===== src/rtl/count8_down_timer.sv =====
// count8_down_timer
// Loadable down-counter/timer. A load strobe captures a start value, which
// also becomes the reload value. While running, the count decrements once per
// enabled cycle. Reaching zero raises a one-cycle TC pulse, then either stops
// (one-shot, DONE) or reloads (periodic).
//
// Ports:
//   clk     in   system clock, rising edge
//   res     in   asynchronous active-low reset
//   EN      in   count enable (used only while running)
//   load    in   synchronous load/start strobe
//   CNT_In  in   start/reload value (WIDTH bits)
//   reload  in   auto-reload mode, captured with load
//   abort   in   synchronous stop back to idle
//   CNT     out  current count
//   TC      out  terminal-count pulse, one cycle wide
//   BUSY    out  counter is running
//   DONE    out  one-shot has finished
//
// state  | meaning
// S_IDLE | stopped after reset or abort, count is zero
// S_RUN  | counting down on enabled cycles
// S_DONE | one-shot expired, waiting for the next load or abort

module count8_down_timer #(
    parameter int WIDTH = 8
) (
    input  logic             clk,
    input  logic             res,
    input  logic             EN,
    input  logic             load,
    input  logic [WIDTH-1:0] CNT_In,
    input  logic             reload,
    input  logic             abort,
    output logic [WIDTH-1:0] CNT,
    output logic             TC,
    output logic             BUSY,
    output logic             DONE
);

    typedef enum logic [1:0] {
        S_IDLE = 2'd0,
        S_RUN  = 2'd1,
        S_DONE = 2'd2
    } state_t;

    state_t           r_state;
    logic [WIDTH-1:0] r_cnt;
    logic [WIDTH-1:0] r_rld;
    logic             r_arm;
    logic             r_tc;

    state_t           w_state_nxt;
    logic [WIDTH-1:0] w_cnt_nxt;
    logic [WIDTH-1:0] w_rld_nxt;
    logic             w_arm_nxt;
    logic             w_tc_nxt;
    logic [WIDTH-1:0] w_dec;
    logic             w_cnt_is_one;

    // Decrement as r_cnt + all-ones with a rippled carry. With the second
    // operand fixed at 1 the sum bit reduces to ~(a ^ c) and the carry to a | c.
    // The final carry-out is discarded.
    always_comb begin
        logic carry;
        carry = 1'b0;
        w_dec = '0;
        for (int i = 0; i < WIDTH; i++) begin
            w_dec[i] = ~(r_cnt[i] ^ carry);
            carry    = r_cnt[i] | carry;
        end
    end

    assign w_cnt_is_one = (r_cnt == WIDTH'(1));

    always_comb begin
        w_state_nxt = r_state;
        w_cnt_nxt   = r_cnt;
        w_rld_nxt   = r_rld;
        w_arm_nxt   = r_arm;
        w_tc_nxt    = 1'b0;

        if (abort) begin
            w_state_nxt = S_IDLE;
            w_cnt_nxt   = '0;
        end else if (load) begin
            w_cnt_nxt = CNT_In;
            w_rld_nxt = CNT_In;
            w_arm_nxt = reload;
            if (CNT_In != '0) begin
                w_state_nxt = S_RUN;
            end else begin
                // Zero-length timer expires at once, even in reload mode,
                // so it never spins reloading zero.
                w_state_nxt = S_DONE;
                w_tc_nxt    = 1'b1;
            end
        end else if (r_state == S_RUN && EN) begin
            if (w_cnt_is_one) begin
                w_tc_nxt = 1'b1;
                if (r_arm) begin
                    w_cnt_nxt = r_rld;
                end else begin
                    w_cnt_nxt   = '0;
                    w_state_nxt = S_DONE;
                end
            end else begin
                w_cnt_nxt = w_dec;
            end
        end
    end

    always_ff @(posedge clk or negedge res) begin
        if (!res) begin
            r_state <= S_IDLE;
            r_cnt   <= '0;
            r_rld   <= '0;
            r_arm   <= 1'b0;
            r_tc    <= 1'b0;
        end else begin
            r_state <= w_state_nxt;
            r_cnt   <= w_cnt_nxt;
            r_rld   <= w_rld_nxt;
            r_arm   <= w_arm_nxt;
            r_tc    <= w_tc_nxt;
        end
    end

    assign CNT  = r_cnt;
    assign TC   = r_tc;
    assign BUSY = (r_state == S_RUN);
    assign DONE = (r_state == S_DONE);

endmodule


===== config.mk =====
export PLATFORM = sky130hd
export DESIGN_NAME = count8_down_timer
export DESIGN_NICKNAME = d
export VERILOG_FILES = /design/src/rtl/count8_down_timer.sv
export SDC_FILE = /design/constraint.sdc
export NUM_CORES = 1
export LEC_CHECK = 0
export CAP_MARGIN = 20
export CORE_UTILIZATION = 31
export DETAILED_ROUTE_END_ITERATION = 10
export MAX_ROUTING_LAYER = met4
export PLACE_DENSITY_LB_ADDON = 0.12
export SLEW_MARGIN = 20
export SYNTH_ARGS = -nofsm -noshare
export SYNTH_HDL_FRONTEND = slang
export SYNTH_SLANG_ARGS = --single-unit
export TNS_END_PERCENT = 50

===== constraint.sdc =====
create_clock -name clk -period 5.2 [get_ports clk]
set_clock_uncertainty 0.05 [all_clocks]
set_input_delay 0.52 -clock clk [delete_from_list [all_inputs] [get_ports clk]]
set_output_delay 0.52 -clock clk [all_outputs]
set_load 0.03 [all_outputs]

---- Word level (Yosys, flattened, before mapping) ----
Cells that the tools add are included.
cells by class
  add/subtract/negate cells ............... 0
  multipliers ............................. 0
  div/mod/pow operators ................... 0
  order comparisons ....................... 0
  eq/ne operators ......................... 4
  shift-type cells ........................ 0
  muxes and demuxes ....................... 16
  bitwise operators ....................... 22
  reduce and logical (&&, ||, !) cells .... 6
operators by type and width
  kind                count
  $mux 8              5
  $mux 2              6
  $not 1->1           9
  $eq 8x1->1 const B  1
  $reduce_bool 8->1   1
  $xor 1x1->1         7
  $or 1x1->1          6
  $reduce_bool 3->1   2
  $mux 1              5
  $ne 3x3->1 const B  1
  $reduce_and 3->1    1
  $eq 2x1->1 const B  1
  $eq 2x2->1 const B  1
  $reduce_and 2->1    1
  $logic_and 1x1->1   1
word-level totals
  flip-flop bits (word level) ............. 20
  bits in latches ......................... 0
  memory bits (writable) .................. 0
  ROM bits ................................ 0
  input port bits ......................... 14
  memories kept ........................... 0

---- Depth between registers and ports, before layout ----
  word-level depth ........................ 12
  depth in mapped cells ................... 11
  gate-level depth less buffers ........... 11

---- Least setup slack after synthesis ----
OpenSTA, ideal clock, no wires.
  kind .................................... reg-to-reg
  from .................................... register r_cnt[0] (netlist: CNT[0])
  to ...................................... register r_cnt[6] (netlist: CNT[6])
  library setup time ...................... 0.077 ns
  data arrival time ....................... 2.249 ns
  required time ........................... 5.073 ns
  path slack .............................. 2.824 ns
  stages on the path, launching flop included .. 10
  path buffers ............................ 0
  path through ............................ dfrtp_1 inv_1 ha_1 ha_1 ha_1 ha_1 ha_1 ha_1 o311a_1 a21oi_1
on the way
  word-level cells in the longest chain between the ends .. 11
  elaborated cells on any way between the ends .. 12
RTL lines
  what                      RTL line  RTL
  start: declaration        48        logic [WIDTH-1:0] r_cnt;
  start signal: assignment  122       r_cnt <= w_cnt_nxt;
  $or 1x1->1 (5 in series)  70        carry = r_cnt[i] | carry;
  $xor 1x1->1               69        w_dec[i] = ~(r_cnt[i] ^ carry);
  $not 1->1                 69
  $mux 8 *                  99        if (w_cnt_is_one) begin
  $mux 8 *                  98        end else if (r_state == S_RUN && EN) begin
  $mux 8 *                  86        end else if (load) begin
  $mux 8 *                  83        if (abort) begin
Mark *: on every way between the ends. The rest lies on a longest branch, timed or not. The select of a mux whose other input is x is not followed.
A chain may end at the register's enable or synchronous reset.

---- Worst setup path in the final report ----
Same ends and word-level chain as after synthesis.

==> metrics.txt <==
initial antenna violation count=0; GRT Util Overall=16.40%; WL final=2886 um; Worst-Margin Slew=0.9238 ns; setup slack, reg-to-reg=2.89 ns; Pleak=0.6513 nW; number of global-route vias before repair=1031; library cells used by synthesis=31; CP Class=reg -> reg; later-pin clock latency in the skew report=approximately 0.26 ns; Hold Fails Final Rpt=0; Area growth syn-to-layout=27.81%; # port buffers=24; multi-input logic area=615.6 um2; share of post-route cells with drive strength above 1=~6.0%; crit path from=CNT[0]; Die X=63.43 um; storage element area=about 500 um2; switch share=32.32%; Syn Area/Cell=~9 um2; RSZ-0062 raised after global routing=false; grt total ovfl=0; setup violators final=0; Critical Path AT=2.45 ns; Period Utilization, post-route=44.40%; largest family of logic cells by synthesized area=simple AND/OR/NAND/NOR gates; Metal-1 WL=approximately 1300 um; Most common cell on crit path=ha_1; Final ANT Viol Nets=0; ys async rst share=100.0%; reg2reg end=CNT[6]; setup TNS=0 ns; Cell Area, Placed=roughly 1400 um2; CP endpoint=CNT[6]; largest net degree at the start of global routing=21; Initial Util=33.73%; sw power=0.1399 mW; Longest Clk Path Bufs=2; Worst IR Drop VDD=0.1177 mV; Post-route DRC=0; Max-Cap Viols=0; CTS Buf Count=3; core area=3468 um2; Clock power frac=28.3%; internal power=0.2929 mW; Starting DRT DRC Count=33; Worst-path clk slew=0.08 ns; Die H=63.43 um; CP Cell Sequence=inv_1 > ha_1 > ha_1 > ha_1 > ha_1 > ha_1 > ha_1 > o311a_1 > a21oi_1; GPL Wtd Cong=0.7806; crit path max fanout=3; FMAX=around 430 MHz; post-synthesis simple-gate area fraction=about 30%; Syn Inst Count=129; fillers=about 360; Placement Setup Slack=2.774 ns; Crit-path slowest cell=dfrtp_1; via-per-instance ratio=5.081; Routed WL per cell=14.65 um; ANT cells=0; Setup WS post-layout=just under 3 ns; Synth Area in Adders=7.487%; most common cell after layout, fill and taps aside=nand2_1; cell area after layout=between 1000 and 1500 um2; WL met2=approximately 1400 um; xor/xnor share of the synthesized area=less than 1%; first-pass GRT wire length=4933 um; Comb power frac=27.1%; Synth Flop Type=dfrtp_1; Vias=1001; CP startpoint kind=flip-flop; Post-synth EDFFs=0; DIE AREA=4023 um2; cell count after placement=193; reg2reg path depth=9; Gates resized, CTS repair=0; routed wl met3=108 um; Root Driver=clkbuf_8; Synth Area in Compound Gates=13.69%; Post-CTS Setup Bufs=0; Slew headroom=38.22%; outcome=completed; max layer used=met4; H-tree Lvls=1; iteration count of the initial detailed-routing pass=4; # hold bufs at CTS=0; Synth Cell Area=1170 um2; syn nets=150; reg-to-reg startpoint=CNT[0]; post-synthesis mux area share=0.9626%; worst hold path class=reg -> reg; CP Capture Type=flip-flop; PwrDens=289.5 nW/um2; DP HPWL=between 2000 and 2500 um; row cnt=21; Non-Filler Instances=approximately 200; worst path required time=between 5 and 6 ns; Num Clock Sinks=20; Seq/Total Area, Yosys=~43%; max-slew violation count=0; IO Pins=25; Ys Warns=0; commonest cells after routing, fill and taps aside=30 x nand2_1, 24 x clkdlybuf4s50_1, 20 x dfrtp_1; post-layout min period=2.309 ns; CP max stage delay=0.38 ns; Seq cells post-synth=20; NumNets Final=173; CTS tree=yes; Flop pwr share=~45%
==> routing by layer <==
metal | GRT usage, % | vias to the layer above
li1 | - | 496
met1 | 20.63 | 483
met2 | 26.06 | 20
met3 | 3.261 | 2
met4 | 5.682 | 0
met5 | - | -
==> final cells by class <==
cell class,instances,area share [%]
Tap cell,46,3.849
Inverter,7,1.757
Clock buffer,4,3.682
Timing Repair Buffer,24,16.07
Sequential cell,20,33.47
Multi-Input combinational cell,96,41.17
==> worst max-delay path, delay by kind of cell (launching register included) <==
family | cells | cell delay, ns
AO/OA/AOI/OAI | 2 | 0.50
adder cells (fa/ha/maj) | 6 | 1.21
buffers and inverters | 1 | 0.09
flip-flops | 1 | 0.38
==> through the flow <==
step	util, %	total power [mW]	hold WS, ns
2_1_floorplan	-	0.2622	0.1744
3_3_place_gp	41.52	0.3117	0.4019
3_5_place_dp	41.52	0.3140	0.4081
4_1_cts	43.11	0.4361	0.4272
5_1_grt	43.11	0.4582	0.4597
6_report	43.11	0.4328	0.4235
==> cells in the mapped netlist, drive strengths merged, types with 3 or more instances <==
master | n | area share, %
dfrtp | 20 | 43
inv | 7 | 2.2
ha | 7 | 7.5
nor2b | 3 | 1.6
a21oi | 6 | 2.6
o311a | 6 | 5.1
nand2 | 30 | 9.6
nand4 | 7 | 3.7
nor2 | 10 | 3.2
and2 | 7 | 3.7
clkbuf | 4 | 1.4
==> how the worst min path moves through the flow <==
stage,startpoint,to,slack [ns],cells past startpoint
5_1_grt,r_rld[4],r_rld[4],0.46,2
2_1_floorplan,res,CNT[0],0.17,0
3_5_place_dp,r_rld[6],r_rld[6],0.41,2
3_3_place_gp,r_rld[3],r_rld[3],0.40,2
4_1_cts,r_rld[6],r_rld[6],0.43,2
6_report,r_rld[3],r_rld[3],0.42,2
==> power by group through the flow <==
stage / combinational [mW] / clock (mW) / sequential (mW)
6_report: 0.117 / 0.122 / 0.193
5_1_grt: 0.129 / 0.132 / 0.196
4_1_cts: 0.119 / 0.125 / 0.193
3_5_place_dp: 0.118 / 0 / 0.196
3_3_place_gp: 0.116 / 0 / 0.195
2_1_floorplan: 0.0558 / 0 / 0.206
==> registers in the layout (all words and copies together) (netlist names) <==
register / cells
r_arm: 1
CNT: 8
TC: 1
r_rld: 8
r_state: 2
==> cells by family (layout without fill, tap and decap cells) <==
family	Yosys count	in the layout
buffers and inverters	13	35
AO/OA/AOI/OAI	19	19
flip-flops	20	20
AND/OR/NAND/NOR	68	68
adder cells (fa/ha/maj)	7	7
multiplexers	1	1
XOR/XNOR	1	1
Note: power is estimated with default switching activity, not from simulation.
